[config.mk]
export PLATFORM = sky130hd
export DESIGN_NAME = mem_access
export DESIGN_NICKNAME = d
export VERILOG_FILES = /design/src/rtl/mem_access.sv
export SDC_FILE = /design/constraint.sdc
export NUM_CORES = 1
export LEC_CHECK = 0
export CAP_MARGIN = 10
export CORE_MARGIN = 10
export CORE_UTILIZATION = 40
export CTS_CLUSTER_DIAMETER = 150
export DETAILED_ROUTE_END_ITERATION = 16
export GPL_TIMING_DRIVEN = 0
export PLACE_DENSITY = 0.84
export SLEW_MARGIN = 20
export SYNTH_ARGS = -nofsm -noshare
export SYNTH_HDL_FRONTEND = slang
export SYNTH_SLANG_ARGS = --single-unit
[constraint.sdc]
create_clock -name clk -period 2.2 [get_ports clk]
set_input_delay 0.66 -clock clk [delete_from_list [all_inputs] [get_ports clk]]
set_output_delay 0.66 -clock clk [all_outputs]
set_load 0.005 [all_outputs]
[src/rtl/mem_access.sv]
// MEM stage of the 5-stage MIPS pipeline: issues data-memory loads/stores on an
// SRAM-like req/addr_ok/data_ok bus and registers the bundle consumed by writeback.
module mem_access #(
    parameter int unsigned TIMEOUT = 0
) (
    input  logic        clk,
    input  logic        reset,
    input  logic        in_valid,
    output logic        in_ready,
    input  logic        MemRead,
    input  logic        MemWrite,
    input  logic        MemtoReg,
    input  logic        RegWrite,
    input  logic [1:0]  mem_size,
    input  logic        mem_sign,
    input  logic [31:0] Aluout,
    input  logic [31:0] wdata,
    input  logic [4:0]  rd,
    output logic        data_req,
    output logic        data_wr,
    output logic [1:0]  data_size,
    output logic [31:0] data_addr,
    output logic [3:0]  data_wstrb,
    output logic [31:0] data_wdata,
    input  logic        data_addr_ok,
    input  logic        data_data_ok,
    input  logic [31:0] data_rdata,
    output logic        wb_valid,
    output logic        MemtoReg_out,
    output logic        RegWrite_out,
    output logic [31:0] Aluout_out,
    output logic [31:0] rdata_out,
    output logic [4:0]  rd_out,
    output logic        exc_out,
    output logic        bus_err
);

    typedef enum logic [1:0] {
        S_IDLE = 2'd0,
        S_REQ  = 2'd1,
        S_WAIT = 2'd2
    } state_t;

    state_t      state;
    logic        lat_memtoreg;
    logic        lat_regwrite;
    logic        lat_sign;
    logic [4:0]  lat_rd;
    logic [31:0] wait_cnt;

    logic        mem_op;
    logic        misaligned;
    logic [3:0]  store_wstrb;
    logic [31:0] store_wdata;
    logic [31:0] load_data;

    assign in_ready = (state == S_IDLE);
    assign mem_op   = MemRead | MemWrite;

    // Size 2'b11 is not a legal encoding; it is treated like a word everywhere.
    assign misaligned = (mem_size == 2'b01 && Aluout[0]) ||
                        (mem_size[1] && Aluout[1:0] != 2'b00);

    always_comb begin
        store_wstrb = 4'b0000;
        store_wdata = wdata;
        if (MemWrite) begin
            case (mem_size)
                2'b00: begin
                    store_wstrb = 4'b0001 << Aluout[1:0];
                    store_wdata = {4{wdata[7:0]}};
                end
                2'b01: begin
                    store_wstrb = Aluout[1] ? 4'b1100 : 4'b0011;
                    store_wdata = {2{wdata[15:0]}};
                end
                default: store_wstrb = 4'b1111;
            endcase
        end
    end

    // Load extension works from the latched address/size, since rdata arrives later.
    always_comb begin
        logic [31:0] shifted;
        logic [15:0] half;
        shifted   = data_rdata >> {data_addr[1:0], 3'b000};
        half      = data_addr[1] ? data_rdata[31:16] : data_rdata[15:0];
        load_data = data_rdata;
        case (data_size)
            2'b00:   load_data = {{24{lat_sign & shifted[7]}}, shifted[7:0]};
            2'b01:   load_data = {{16{lat_sign & half[15]}}, half};
            default: load_data = data_rdata;
        endcase
    end

    // NOTE: all state below uses non-blocking assignments so every register samples
    // pre-edge values; blocking here would create order-dependent simulation races.
    always_ff @(posedge clk) begin
        if (reset) begin
            state        <= S_IDLE;
            data_req     <= 1'b0;
            data_wr      <= 1'b0;
            data_size    <= 2'b00;
            data_addr    <= 32'h0;
            data_wstrb   <= 4'b0000;
            data_wdata   <= 32'h0;
            lat_memtoreg <= 1'b0;
            lat_regwrite <= 1'b0;
            lat_sign     <= 1'b0;
            lat_rd       <= 5'd0;
            wait_cnt     <= 32'd0;
            wb_valid     <= 1'b0;
            MemtoReg_out <= 1'b0;
            RegWrite_out <= 1'b0;
            Aluout_out   <= 32'h0;
            rdata_out    <= 32'h0;
            rd_out       <= 5'd0;
            exc_out      <= 1'b0;
            bus_err      <= 1'b0;
        end else begin
            wb_valid <= 1'b0;
            exc_out  <= 1'b0;
            bus_err  <= 1'b0;
            case (state)
                S_IDLE: begin
                    if (in_valid) begin
                        if (!mem_op || misaligned) begin
                            // Non-memory ops and misaligned accesses retire without the bus.
                            wb_valid     <= 1'b1;
                            exc_out      <= mem_op;
                            MemtoReg_out <= MemtoReg;
                            RegWrite_out <= RegWrite & ~mem_op;
                            Aluout_out   <= Aluout;
                            rdata_out    <= 32'h0;
                            rd_out       <= rd;
                        end else begin
                            state        <= S_REQ;
                            data_req     <= 1'b1;
                            data_wr      <= MemWrite;
                            data_size    <= mem_size;
                            data_addr    <= Aluout;
                            data_wstrb   <= store_wstrb;
                            data_wdata   <= store_wdata;
                            lat_memtoreg <= MemtoReg;
                            lat_regwrite <= RegWrite;
                            lat_sign     <= mem_sign;
                            lat_rd       <= rd;
                        end
                    end
                end
                S_REQ: begin
                    if (data_addr_ok) begin
                        state    <= S_WAIT;
                        data_req <= 1'b0;
                        wait_cnt <= 32'd0;
                    end
                end
                S_WAIT: begin
                    if (data_data_ok) begin
                        state        <= S_IDLE;
                        wb_valid     <= 1'b1;
                        MemtoReg_out <= lat_memtoreg;
                        RegWrite_out <= lat_regwrite;
                        Aluout_out   <= data_addr;
                        rdata_out    <= data_wr ? 32'h0 : load_data;
                        rd_out       <= lat_rd;
                    end else if (TIMEOUT > 0 && wait_cnt == 32'(TIMEOUT - 1)) begin
                        state        <= S_IDLE;
                        wb_valid     <= 1'b1;
                        bus_err      <= 1'b1;
                        MemtoReg_out <= lat_memtoreg;
                        RegWrite_out <= 1'b0;
                        Aluout_out   <= data_addr;
                        rdata_out    <= 32'h0;
                        rd_out       <= lat_rd;
                    end else begin
                        wait_cnt <= wait_cnt + 32'd1;
                    end
                end
                default: state <= S_IDLE;
            endcase
        end
    end

endmodule

==> metrics.txt <==
routability cong. 0.842; TritonCTS Buffers 17; share of cells above drive strength 1 0.102; leakage dissipation 3.78 nW; global route overflow 0; R2R Setup Slk 180 ps; post-synth cell types 40; kind of critical path primary input to register; register area 3110 um^2; Top cell by count, worst path buf_6; CTS sink cnt 155; I/O Buffers 256; clock skew 8.04 ps; final WL 25,900 um; fin crit period 2150 ps; Clk pin slew, worst setup/hold paths 70 ps; Worst Hold Class register to register; row count 47; clock root cell clkbuf_16; Synth top cells by count dfxtp_1 (155), nand2_1 (147), a21oi_1 (76), clkbuf_1 (49); mapped cell area 6790 um^2; # H-tree levels 4; largest net degree at the start of global routing 20; Worst Tran Pin Value 810 ps; leading post-synthesis cells by cell area dfxtp_1 (46%), nand2_1 (8.1%), a21oi_1 (5.6%); I/O pin count 260; clk buf depth 2; drt via density 5.38; die width 150 um; Finished Layout Cells 1,289; Slew headroom 0.460; share of the yosys chip area belonging to registers 0.457; crit end category register; VDD IR max 0.547 mV; drt wl/cell 20.1 um; first-pass GRT wire length 39,200 um; CP arrival 2490 ps; die area 22,600 um^2; endpoints failing hold 0; placed insts 1,255; status complete, no violations; YS warnings 0; post-cts hold buffer count 0; synthesized instance count 779; dominant cell type by area after synthesis dfxtp_1; required time of the critical path 2550 ps; DP Wirelength 19,600 um; Final ANT Viol Nets 0; Pre-Repair DR Iteration Count 8; cells along the critical path clkdlybuf4s50_1 > or3b_4 > o21ba_4 > nor2_1 > buf_6 > buf_6 > a221oi_2; Slew Viols, Final 0; worst skew pair latency 430 ps; die height 150 um; setup violators final 0; startpoint types primary input; asr flop ratio synth 0; Syn Nets 892; top cell type's share of synthesized area 0.457; DP Worst Slack -784 ps; #FFs+latches synth 155; Power Density 687 nW/um^2; TritonCTS clock tree yes; Avg Cell Area, Syn 8.72 um^2; Initial DRC Count 423; Area Overhead vs Synth 52.7%; Fillers 1,421; GRT Overall Usage 0.222; Post-route DRC 0; Multi-input gate area 3270 um^2; Max FO, Critical Path 10; placed inst area 9630 um^2; Max stage delay on crit path 470 ps; Min Hold Slack 451 ps; Initial Utilization 0.409; Vias 6,936; fin worst setup slack 54.2 ps; final period utilization 0.975; core area 16,600 um^2; MaxCap Viol Count 0; Top FF cell, synth dfxtp_1; design area 10,400 um^2; Fmax achieved 0.466 GHz; most frequent cell after synthesis dfxtp_1; nets@finish 1,167; Post-synth EDFFs 0; vias in the first global route 6,849; slowest CP cell clkdlybuf4s50_1; antenna violations before repair 1
## kinds of logic (layout without fill, tap and decap cells)
group           count (synthesis)  in the layout  synth area share
compound gates                228            228             0.248
mux                            35             35            0.0547
flops                         155            155             0.457
other cells                     1              3          0.000552
simple gates                  245            245             0.169
buf+inv                       115            403            0.0708
## layout by cell type, fill, tap and decap left out, types with 3 or more instances in the layout
cell type and instances:
dfxtp_1 153, a32o_1 8, mux2_2 7, inv_6 4, o21ai_0 10, clkinv_4 3
a221oi_2 12, buf_4 12, o211ai_1 18, clkinv_2 4, clkbuf_16 18, inv_1 41
clkbuf_2 6, buf_2 14, a211oi_1 47, nand2b_1 17, clkdlybuf4s50_1 253, clkbuf_1 30
nand2_1 147, nor2b_1 47, o2bb2ai_1 8, clkbuf_8 3, buf_6 5, nor2_1 20
a221oi_1 27, a221o_1 16, mux2i_1 27, clkbuf_4 3, a21oi_1 75
## where the power goes
part           internal, mW  switching (mW)  total (mW)
sequential             2.96          0.0902        3.05
clock                  1.50            1.28        2.78
combinational         0.684           0.610        1.29
total                  5.14            1.98        7.12
## repair_timing
| action | 4_1_cts | 5_1_grt |
|---|---|---|
| buffers inserted | 2 | 2 |
| gates cloned | 0 | 0 |
| gates resized for setup | 34 | 34 |
| endpoints found under the setup margin | 125 | 132 |
| pin swaps | 1 | 4 |
## final cells by class
cell class	instances	area share
Antenna cell	2	0.000483
Buffer	70	0.0393
Multi-Input combinational cell	509	0.316
Tap cell	220	0.0266
Clock inverter	14	0.0107
Clock buffer	18	0.0424
Sequential cell	155	0.300
Inverter	41	0.0148
Timing Repair Buffer	260	0.250
## sequential cells by signal, summed over array words and instances (netlist names)
signal	count
lat_sign	1
data_wdata	32
RegWrite_out	1
lat_memtoreg	1
exc_out	1
data_wstrb	4
wb_valid	1
Aluout_out	32
lat_regwrite	1
data_size	2
lat_rd	5
MemtoReg_out	1
data_req	1
rd_out	5
data_wr	1
state	2
data_addr	32
rdata_out	32
## worst paths after layout
kind                                     from                          end  cells past startpoint
hold / removal    data_wdata[13]$_SDFFE_PP0P_  data_wdata[13]$_SDFFE_PP0P_                      2
hold reg to reg   data_wdata[13]$_SDFFE_PP0P_  data_wdata[13]$_SDFFE_PP0P_                      2
setup / recovery                     in_valid  Aluout_out[14]$_SDFFE_PP0P_                      7
setup reg to reg    data_addr[1]$_SDFFE_PP0P_   rdata_out[25]$_SDFFE_PP0P_                      6
## through the flow
stage	total power [mW]	setup TNS [ps]	util
6_report	7.12	0	0.625
5_1_grt	7.37	-11.6	0.625
3_3_place_gp	4.33	-81080	0.581
3_5_place_dp	4.36	-84840	0.581
4_1_cts	7.12	0	0.619
2_1_floorplan	3.65	0	-
## routing by layer
metal	vias to the layer above	part of all wire	GRT usage	routed length, um
met3	46	0.093	0.0708	2410
met1	3317	0.40	0.260	10200
met5	-	0	0	0
li1	3290	-	-	-
met4	0	0.028	0.0841	727
met2	283	0.48	0.370	12500
## worst max-delay path, delay by kind of cell
family	cells	cell delay [ps]
AO/OA/AOI/OAI	2	530
AND/OR/NAND/NOR	2	500
buffers and inverters	3	790
Power figures use the tool's default switching activity.
